### config.mk
export PLATFORM = sky130hd
export DESIGN_NAME = bcd_down1000
export DESIGN_NICKNAME = d
export VERILOG_FILES = /design/src/rtl/bcd_down1000.sv
export SDC_FILE = /design/constraint.sdc
export NUM_CORES = 1
export LEC_CHECK = 0
export CAP_MARGIN = 20
export CORE_UTILIZATION = 35
export CTS_BUF_LIST = sky130_fd_sc_hd__clkbuf_2
export DETAILED_ROUTE_END_ITERATION = 7
export PLACE_DENSITY = 0.66
export SYNTH_ARGS = -nofsm -noshare
export SYNTH_HDL_FRONTEND = slang
export SYNTH_SLANG_ARGS = --single-unit
### constraint.sdc
create_clock -name clk -period 4.7 [get_ports clk]
set_clock_uncertainty 0.15 [all_clocks]
set_input_delay 0.94 -clock clk [delete_from_list [all_inputs] [get_ports clk]]
set_output_delay 0.94 -clock clk [all_outputs]
set_load 0.01 [all_outputs]
### src/rtl/bcd_down1000.sv
// Three-digit BCD down-counter (000..999) with load, start/stop control,
// a one-cycle expiry pulse and optional automatic reload.
module bcd_down1000 #(
   parameter bit AUTO_RELOAD = 1'b0
) (
   input  logic       clk,
   input  logic       rst,
   input  logic       tick,
   input  logic       load,
   input  logic [3:0] LD001,
   input  logic [3:0] LD010,
   input  logic [3:0] LD100,
   input  logic       start,
   input  logic       stop,
   output logic [3:0] CNT001,
   output logic [3:0] CNT010,
   output logic [3:0] CNT100,
   output logic       running,
   output logic       done,
   output logic [1:0] o_state
);

   typedef enum logic [1:0] {
      S_IDLE    = 2'd0,
      S_RUN     = 2'd1,
      S_PAUSE   = 2'd2,
      S_EXPIRED = 2'd3
   } state_t;

   state_t      r_state;
   state_t      w_state_nxt;
   logic [11:0] r_cnt;
   logic [11:0] w_cnt_nxt;
   logic [11:0] r_reload;
   logic [11:0] w_reload_nxt;
   logic        r_done;
   logic        w_done_nxt;
   logic        r_running;
   logic [11:0] w_ld_clamped;
   logic [11:0] w_dec;
   logic        w_is_one;
   logic        w_is_zero;

   function automatic logic [3:0] clamp9(input logic [3:0] d);
      return (d > 4'd9) ? 4'd9 : d;
   endfunction

   assign w_ld_clamped = {clamp9(LD100), clamp9(LD010), clamp9(LD001)};
   assign w_is_one     = (r_cnt == 12'h001);
   assign w_is_zero    = (r_cnt == 12'h000);

   // BCD decrement; hundreds is nonzero whenever both lower digits borrow here.
   always_comb begin
      w_dec[3:0]  = (r_cnt[3:0] == 4'd0) ? 4'd9 : r_cnt[3:0] - 4'd1;
      w_dec[7:4]  = r_cnt[7:4];
      w_dec[11:8] = r_cnt[11:8];
      if (r_cnt[3:0] == 4'd0) begin
         w_dec[7:4] = (r_cnt[7:4] == 4'd0) ? 4'd9 : r_cnt[7:4] - 4'd1;
         if (r_cnt[7:4] == 4'd0) begin
            w_dec[11:8] = r_cnt[11:8] - 4'd1;
         end
      end
   end

   // Priority load > stop > start > tick; start only consumes the cycle
   // in states where it actually acts.
   always_comb begin
      w_state_nxt  = r_state;
      w_cnt_nxt    = r_cnt;
      w_reload_nxt = r_reload;
      w_done_nxt   = 1'b0;
      if (load) begin
         w_cnt_nxt    = w_ld_clamped;
         w_reload_nxt = w_ld_clamped;
         w_state_nxt  = S_IDLE;
      end else if (stop) begin
         if (r_state == S_RUN) begin
            w_state_nxt = S_PAUSE;
         end
      end else if (start && (r_state == S_IDLE || r_state == S_PAUSE)) begin
         w_state_nxt = w_is_zero ? S_EXPIRED : S_RUN;
      end else if (tick && r_state == S_RUN) begin
         if (w_is_zero) begin
            w_state_nxt = S_EXPIRED;
         end else if (w_is_one) begin
            w_done_nxt = 1'b1;
            if (AUTO_RELOAD && r_reload != 12'h000) begin
               w_cnt_nxt = r_reload;
            end else begin
               w_cnt_nxt   = 12'h000;
               w_state_nxt = S_EXPIRED;
            end
         end else begin
            w_cnt_nxt = w_dec;
         end
      end
   end

   always_ff @(posedge clk or posedge rst) begin
      if (rst) begin
         r_state   <= S_IDLE;
         r_cnt     <= 12'h000;
         r_reload  <= 12'h000;
         r_done    <= 1'b0;
         r_running <= 1'b0;
      end else begin
         r_state   <= w_state_nxt;
         r_cnt     <= w_cnt_nxt;
         r_reload  <= w_reload_nxt;
         r_done    <= w_done_nxt;
         r_running <= (w_state_nxt == S_RUN);
      end
   end

   assign CNT100  = r_cnt[11:8];
   assign CNT010  = r_cnt[7:4];
   assign CNT001  = r_cnt[3:0];
   assign running = r_running;
   assign done    = r_done;
   assign o_state = r_state;

endmodule

==> summary.txt, run 1 <==
Outcome
  • Status: finished clean

Clock tree
  • Clk pin slew, worst setup/hold paths: 0.18 ns
  • Resize count post-CTS: 0
  • Postcts setup bufs: 0
  • Maximum clock path buffer count: 2
  • Num CTS Buffers: 3
  • Clock Latency Late Sink: 0.33 ns
  • # hold bufs at CTS: 0
  • Clk root buf: clkbuf_2
  • CTS H-tree lvls: 1
  • CTS tree: yes
  • Clk sinks: 16

Worst setup path
  • CP Capture Type: flop
  • CP Cell Sequence: clkdlybuf4s50_1 -> inv_1 -> nand2_1 -> nor4_1 -> a211o_1
  • Setup crit start: load
  • Worst path bufs/invs: 2
  • Reg-to-reg critical path startpoint: r_cnt[4]
  • CP Max Fanout: 23
  • Delay-heaviest family, CP: buffers and inverters
  • Worst setup SP type: primary input
  • CP max stage delay: 0.80 ns
  • Required @ worst endpoint: 4.83 ns
  • Critical Setup Path Class: in -> reg
  • WP data arrival: 2.96 ns
  • CP max-delay cell: clkdlybuf4s50_1

Place
  • Hpwl dp: 2360 um
  • Port Buffers: 33
  • GPL Wtd Cong: 0.874
  • Dpl ws: 1.55 ns

Pwr
  • Sequential share of power: 47.1%
  • Sw power: 0.130 mW
  • Sw frac: 35.8%
  • VDD IR-drop max: 0.0000619 V
  • Static leakage: 0.662 nW
  • Power Density: 228 nW/um^2
  • Internal: 0.233 mW
  • Comb pwr share: 33.4%
  • Clk pwr share: 19.5%

Yosys
  • Synth Area in Simple Gates: 28.4%
  • Top cells by area, synth: dfrtp_1, ha_1, nand2_1
  • Avg Inst Size Synth: 8.39 um^2
  • Main synth FF type: dfrtp_1
  • Leading area contributor after synthesis: dfrtp_1
  • Post-synth EDFFs: 0
  • Post-Synth XOR/XNOR Area: 0%
  • Multiplexer area fraction after synthesis: 0.817%
  • Synth top area share: 32.7%
  • Syn_nets: 170
  • YS warnings: 0
  • Synth unique cells: 44
  • Sequential area share after synthesis: 32.7%
  • Mapped Area: 1220 um^2
  • Yosys reg bits: 16
  • Asr flop ratio synth: 100%
  • Compound-Gate Fraction of Synth Area: 24.6%
  • Mapped Cells: 146
  • Post-Synth Adder-Cell Area: 6.13%
  • Largest family of logic cells by synthesized area: simple AND/OR/NAND/NOR gates

Die
  • Boundary Pins: 34
  • Core ar.: 3340 um^2
  • Die area: 3740 um^2
  • Die Wd: 61.2 um
  • Initial Util: 36.7%
  • Height of the die: 61.2 um
  • Num rows: 21

Timing
  • Crit path time final: 2.83 ns
  • Final Hold Viols: 0
  • Final WS setup: 1.87 ns
  • Final Slew Violations: 0
  • Final TNS setup: 0 ns
  • Final setup viols: 0
  • Worst relative slew slack: 49.1%
  • Least-Margin Pin Slew: 0.760 ns
  • Crit share post-route: 60.2%
  • RSZ-0062 raised after global routing: false
  • F_max: 354 MHz

GRT
  • Gr ovfl total: 0
  • Vias in the first global route: 1111
  • Initial antenna violation count: 0
  • First-pass GRT wire length: 5140 um
  • Overall Global Routing Usage: 18.9%
  • Largest net degree at the start of global routing: 24

Detailed routing
  • DRT iter0 DRCs: 81
  • Detail Route Antenna Nets: 0
  • Via-to-Cell Ratio: 5.52
  • Avg WL per Cell: 14.4 um
  • DRC viols: 0
  • Total wire length: 3220 um
  • Vias: 1231
  • First drt pass iteration count: 4

Layout
  • # nets final: 202
  • ANT cells: 0
  • Area Growth Syn to Fin: 29.5%
  • Layout cells sized above 1: 5.08%
  • # fillers: 347

Job
  • # Max-Cap Violations: 0

Min path
  • Hold Startpoint: r_cnt[9]
  • Worst Hold Class: reg -> reg
-- power by group through the flow --
stage | Combinational (mW) | Sequential (mW) | Clock (mW)
after global routing | 0.133 | 0.174 | 0.0756
after detailed placement | 0.121 | 0.173 | 0
after global placement | 0.120 | 0.172 | 0
after floorplan | 0.0646 | 0.173 | 0
after CTS | 0.121 | 0.170 | 0.0722
final | 0.121 | 0.171 | 0.0705
-- placed cells by master (no fill, tap or decap), types with 2 or more instances in the layout --
| master | n |
|---|---|
| o31ai_1 | 3 |
| nor3_1 | 10 |
| nor4_1 | 3 |
| o21bai_1 | 2 |
| o21ai_0 | 6 |
| nand2_1 | 14 |
| a31oi_1 | 4 |
| o22ai_1 | 2 |
| nand3b_1 | 2 |
| ha_1 | 6 |
| o21a_1 | 2 |
| dfrtp_1 | 16 |
| inv_1 | 12 |
| a211o_1 | 3 |
| o31a_1 | 2 |
| a21oi_1 | 8 |
| a311oi_1 | 4 |
| clkdlybuf4s50_1 | 33 |
| nor2_1 | 12 |
| clkbuf_2 | 3 |
| nor2b_1 | 5 |
| a21o_1 | 2 |
-- registers in the layout (all words and copies together) (netlist names) --
register and cells:
running 1, o_state 2, r_cnt 12, done 1
-- path summary, 6_finish.rpt --
path	end	slack (ns)	cells after the start
worst max register to register	r_cnt[9]	2.24	7
worst max-delay path	r_cnt[10]	1.87	5
min in group asynchronous	r_cnt[8]	0.82	2
worst min register to register	r_cnt[9]	0.48	1
max in group asynchronous	r_cnt[0]	3.16	2
worst min-delay path	r_cnt[9]	0.48	1
-- logic make-up (layout without fill, tap and decap cells) --
family,count (synthesis),count (layout)
buf+inv,18,49
flops,16,16
mux,1,1
fa+ha+maj,6,6
simple gates,61,61
compound gates,44,44
-- final cells by class --
class	count	area, um^2	share of cell area (%)
Tap cell	46	57.6	3.63
Inverter	12	45.0	2.84
Clock inverter	1	3.75	0.237
Sequential cell	16	400	25.2
Clock buffer	3	15.0	0.946
Timing Repair Buffer	33	330	20.8
Multi-Input combinational cell	112	734	46.3
-- per-stage QoR --
| stage | instances | hold WS, ns | util, % | total power [mW] | area (um^2) |
|---|---|---|---|---|---|
| after CTS | 223 | 0.481 | 47.5 | 0.364 | 1590 |
| after global placement | 219 | 0.436 | 47.0 | 0.292 | 1570 |
| after detailed placement | 219 | 0.442 | 47.0 | 0.294 | 1570 |
| after global routing | 223 | 0.514 | 47.5 | 0.383 | 1590 |
| after floorplan | 146 | 0.442 | - | 0.238 | 1220 |
| final | 223 | 0.476 | 47.5 | 0.362 | 1590 |
-- cells in the mapped netlist (2+ instances only) --
master and number:
o31a_1 2, dfrtp_1 16, a21oi_1 8, nor4_1 3, nand3b_1 2, nand2_1 14, buf_6 3, o21a_1 2
o21bai_1 2, o22ai_1 2, nor2_1 12, o31ai_1 3, a211o_1 3, nor3_1 10, o21ai_0 6, a311oi_1 4
a21o_1 2, a31oi_1 4, inv_1 12, clkbuf_1 3, ha_1 6, nor2b_1 5
-- metal layers --
layer	GRT usage (%)	vias to the layer above	wire length (um)
met5	0	-	0
met2	31.2	46	1480
li1	-	597	-
met4	10.7	0	87
met1	24.2	581	1480
met3	1.89	7	171
Note: power is estimated with default switching activity, not from simulation.
==> run 2: changes to the inputs <==
==> constraint.sdc (replaced) <==
create_clock -name clk -period 2.77 [get_ports clk]
set_clock_uncertainty 0.15 [all_clocks]
set_input_delay 0.554 -clock clk [delete_from_list [all_inputs] [get_ports clk]]
set_output_delay 0.554 -clock clk [all_outputs]
set_load 0.01 [all_outputs]
==> run 2 against run 1 <==
Against the previous run: critical path type is now reg -> reg; die area unchanged; global-route usage is 0.95 points higher; wire length increased by 1.1%; final cell count grew 1.3%; first-iteration DRC count decreased by 40%; critical endpoint is now r_cnt[9]; sequential power up 69%; power up 70%; non-clock buffer count increased by 3.
==> summary.txt, run 2 (synthesized netlist as in run 1, its figures left out) <==
Timing
  • Crit path time final: 2.40 ns
  • Crit share post-route: 86.5%
  • Worst relative slew slack: 56.8%
  • Final TNS setup: 0 ns
  • Final Slew Violations: 0
  • F_max: 417 MHz
  • Least-Margin Pin Slew: 0.647 ns
  • Final Hold Viols: 0
  • Final setup viols: 0
  • RSZ-0062 raised after global routing: false

Layout
  • ANT cells: 0
  • Commonest non-fill, non-tap cell in the layout: clkdlybuf4s50_1
  • Most frequent cells in the layout: clkdlybuf4s50_1, dfrtp_1, nand2_1, inv_1, nor2_1
  • Largest register FFs: 12
  • Layout cells sized above 1: 6.67%
  • Top reg by flops: r_cnt
  • Non-Filler Instances: 226
  • # nets final: 205
  • Area Growth Syn to Fin: 31.4%

GRT
  • Largest net degree at the start of global routing: 23
  • First-pass GRT wire length: 5410 um
  • Gr ovfl total: 0
  • Initial antenna violation count: 0
  • Vias in the first global route: 1205
  • Overall Global Routing Usage: 19.9%

Clock tree
  • Clock Latency Late Sink: 0.31 ns
  • CTS H-tree lvls: 1
  • Postcts setup bufs: 0
  • Clk pin slew, worst setup/hold paths: 0.18 ns
  • Clk sinks: 16
  • Num CTS Buffers: 3
  • Resize count post-CTS: 0
  • # hold bufs at CTS: 0
  • CTS tree: yes
  • Clk root buf: clkbuf_2
  • Maximum clock path buffer count: 2

Job
  • # Max-Cap Violations: 0

Place
  • Dpl cells: 222
  • Hpwl dp: 2450 um
  • Port Buffers: 33
  • GPL Wtd Cong: 0.824

Detailed routing
  • Vias: 1245
  • First drt pass iteration count: 4
  • Avg WL per Cell: 14.4 um
  • DRC viols: 0
  • Total wire length: 3250 um
  • Detail Route Antenna Nets: 0
  • DRT iter0 DRCs: 49
  • Via-to-Cell Ratio: 5.51

Die
  • Boundary Pins: 34
  • Initial Util: 36.7%
  • Height of the die: 61.2 um
  • Die Wd: 61.2 um
  • Die area: 3740 um^2
  • Num rows: 21
  • Core ar.: 3340 um^2

Min path
  • Worst Hold Class: in -> async

Pwr
  • Power Density: 383 nW/um^2
  • Static leakage: 0.677 nW
  • VDD IR-drop max: 0.000168 V

Worst setup path
  • CP Max Fanout: 7
  • Required @ worst endpoint: 2.85 ns
  • Worst setup SP type: flop
  • CP Capture Type: flop
  • WP data arrival: 2.47 ns
  • Critical Setup Path Class: reg -> reg
  • CP max stage delay: 0.55 ns
  • CP Cell Sequence: inv_1 -> ha_1 -> or4b_4 -> nor3_2 -> nor3_1 -> a211o_1 -> o31a_1
  • CP max-delay cell: or4b_4

Outcome
  • Status: finished clean
## run 2: cell types whose count changed in the layout (fill, tap and decap cells not counted), sizes merged
cell	before	now
buf	0	3
## run 2: stage by stage
step	setup slack [ns]	instance area [um^2]	hold slack [ns]	total power, mW	util, %
after detailed placement	0.104	1590	0.432	0.504	47.7
final	0.375	1610	0.444	0.617	48.2
after global placement	0.161	1590	0.438	0.498	47.7
after floorplan	0.576	1220	0.318	0.404	-
after CTS	0.380	1610	0.467	0.619	48.2
after global routing	0.227	1610	0.488	0.659	48.2
## run 2: worst max-delay path, delay by kind of cell (launching register included)
kind	cells	cell delay (ns)
flip-flops	1	0.46
AO/OA/AOI/OAI	2	0.37
buffers and inverters	1	0.09
adder cells (fa/ha/maj)	1	0.26
AND/OR/NAND/NOR	3	0.97
## run 2: final timing paths
path | startpoint | endpoint | slack (ns) | depth (start not counted)
hold / removal | rst | r_cnt[9] | 0.44 | 2
setup reg to reg | r_cnt[4] | r_cnt[9] | 0.37 | 7
hold reg to reg | r_cnt[1] | r_cnt[1] | 0.48 | 2
setup / recovery | r_cnt[4] | r_cnt[9] | 0.37 | 7
max in group asynchronous | rst | r_cnt[0] | 1.62 | 2
min in group clk | r_cnt[1] | r_cnt[1] | 0.48 | 2
## run 2: final cells by class
class / instances / area [um^2]
clock buffer: 3 / 15.0
timing repair buffer: 36 / 353
multi-input combinational: 112 / 734
clock inverter: 1 / 3.75
tap: 46 / 57.6
fill: 341 / 1730
inverter: 12 / 45.0
sequential: 16 / 400
## run 2: metal layers
metal  global-route usage (%)  vias up  part of all wire, %
met1                     25.8      591                   45
met3                     2.52        4                  4.2
met2                     33.1       38                   49
met4                     8.77        0                  1.7
met5                        0        -                    0
li1                         -      612                    -
## run 2: power breakdown
part	total [mW]	internal [mW]	switching, mW
Combinational	0.211	0.112	0.0984
Clock	0.117	0.0314	0.0860
Sequential	0.289	0.255	0.0341
Total	0.617	0.398	0.218
==> run 3: changes to the inputs <==
--- a/config.mk
+++ b/config.mk
@@ -9,7 +9,8 @@
 export CORE_UTILIZATION = 35
 export CTS_BUF_LIST = sky130_fd_sc_hd__clkbuf_2
 export DETAILED_ROUTE_END_ITERATION = 7
-export PLACE_DENSITY = 0.66
+export DONT_BUFFER_PORTS = 1
+export PLACE_DENSITY = 0.54
 export SYNTH_ARGS = -nofsm -noshare
 export SYNTH_HDL_FRONTEND = slang
 export SYNTH_SLANG_ARGS = --single-unit
==> run 3 against run 2 <==
Against the previous run: global-route usage shrank 1.2 points; clock power is essentially flat; non-clock buffer count shrank 36; register-to-register slack lost 0.13 ns; critical path type unchanged; maximum frequency shrank 5.0%; clock-buffer cell count is the same; worst setup slack lost 0.13 ns; combinational power shrank 43%; largest cell class unchanged.
==> summary.txt, run 3 (synthesized netlist as in run 1, its figures left out) <==
Timing
  • Crit share post-route: 91.0%
  • Crit path time final: 2.52 ns
  • Worst relative slew slack: 57.4%
  • F_max: 397 MHz
  • Final TNS setup: 0 ns
  • Final Hold Viols: 0
  • Final Slew Violations: 0
  • Final setup viols: 0
  • Least-Margin Pin Slew: 0.638 ns
  • RSZ-0062 raised after global routing: false

Clock tree
  • Clk pin slew, worst setup/hold paths: 0.18 ns
  • Postcts setup bufs: 0
  • Clk root buf: clkbuf_2
  • # hold bufs at CTS: 0
  • Resize count post-CTS: 0
  • Clock Latency Late Sink: 0.31 ns
  • Num CTS Buffers: 3
  • Maximum clock path buffer count: 2
  • CTS H-tree lvls: 1
  • CTS tree: yes
  • Clk sinks: 16

Outcome
  • Status: finished clean

Detailed routing
  • Vias: 1111
  • Detail Route Antenna Nets: 0
  • Avg WL per Cell: 16.7 um
  • Via-to-Cell Ratio: 5.85
  • DRC viols: 0
  • DRT iter0 DRCs: 32
  • Total wire length: 3180 um
  • First drt pass iteration count: 5

Place
  • GPL Wtd Cong: 0.808
  • Hpwl dp: 2360 um
  • Cell Area, Placed: 1240 um^2
  • Port Buffers: 0

Worst setup path
  • Critical Setup Path Class: reg -> reg
  • CP Max Fanout: 10
  • Required @ worst endpoint: 2.88 ns
  • CP Cell Sequence: inv_1 -> ha_1 -> or3b_2 -> nor4_1 -> a211o_1
  • Reg-to-reg critical path startpoint: r_cnt[0]
  • Register-to-Register Path Depth: 5
  • CP max-delay cell: or3b_2
  • CP max stage delay: 0.57 ns
  • Worst R2R Setup Slack: 0.25 ns
  • WP data arrival: 2.63 ns
  • R2R Path End: r_cnt[10]
  • CP Capture Type: flop
  • Worst setup SP type: flop

Layout
  • Layout cells sized above 1: 6.25%
  • Design Area, Final: 1260 um^2
  • Most frequent cells in the layout: dfrtp_1, nand2_1, inv_1, nor2_1, nor3_1
  • Area Growth Syn to Fin: 2.55%
  • ANT cells: 0
  • # nets final: 169
  • Commonest non-fill, non-tap cell in the layout: dfrtp_1
  • Largest register FFs: 12
  • Top reg by flops: r_cnt

GRT
  • Largest net degree at the start of global routing: 24
  • First-pass GRT wire length: 5120 um
  • Gr ovfl total: 0
  • Overall Global Routing Usage: 18.7%
  • Vias in the first global route: 1067
  • Initial antenna violation count: 0

Pwr
  • Power Density: 428 nW/um^2
  • VDD IR-drop max: 0.000159 V
  • Static leakage: 0.534 nW

Min path
  • Worst Hold Class: in -> async

Die
  • Height of the die: 61.2 um
  • Boundary Pins: 34
  • Core ar.: 3340 um^2
  • Die area: 3740 um^2
  • Initial Util: 36.7%
  • Num rows: 21
  • Die Wd: 61.2 um

Job
  • # Max-Cap Violations: 0
[run 3: critical path, delay by kind of cell (launching register included)]
family / cells / cell delay [ns]
compound gates: 1 / 0.21
fa+ha+maj: 1 / 0.42
buf+inv: 1 / 0.16
flops: 1 / 0.50
simple gates: 2 / 1.03
[run 3: metrics by stage]
| step | setup WS, ns | power (mW) | hold slack [ns] | cells | util (%) |
|---|---|---|---|---|---|
| 2_1_floorplan | 0.576 | 0.404 | 0.318 | 146 | - |
| 3_3_place_gp | 0.327 | 0.424 | 0.421 | 186 | 37.1 |
| 3_5_place_dp | 0.338 | 0.427 | 0.424 | 186 | 37.1 |
| 4_1_cts | 0.287 | 0.542 | 0.0524 | 190 | 37.6 |
| 5_1_grt | 0.114 | 0.578 | 0.0680 | 190 | 37.6 |
| 6_report | 0.249 | 0.537 | 0.0256 | 190 | 37.6 |
[run 3: cell type report]
type                       instances  area (um^2)
clock buffer                       3         15.0
inverter                          12         45.0
clock inverter                     1         3.75
tap                               46         57.6
multi-input combinational        112          734
fill                             365         2080
sequential                        16          400
[run 3: power breakdown]
part,internal (mW),leakage [nW],switching (mW)
sequential,0.255,0.192,0.0483
combinational,0.0527,0.329,0.0675
clock,0.0314,0.0140,0.0828
total,0.339,0.534,0.199
[run 3: how the worst max path moves through the flow]
stage             start         to  cells after the start
6_report       r_cnt[0]  r_cnt[10]                      5
5_1_grt        r_cnt[0]  r_cnt[10]                      5
4_1_cts        r_cnt[0]  r_cnt[10]                      5
3_5_place_dp   r_cnt[0]   r_cnt[0]                      6
3_3_place_gp   r_cnt[0]   r_cnt[0]                      6
2_1_floorplan  r_cnt[4]   r_cnt[9]                      7
[run 3: metal layers]
layer	GRT usage, %	vias to the layer above	routed length [um]
li1	-	535	-
met1	26.2	531	1560
met2	28.1	39	1400
met3	3.99	6	169
met4	6.82	0	44
met5	0	-	0
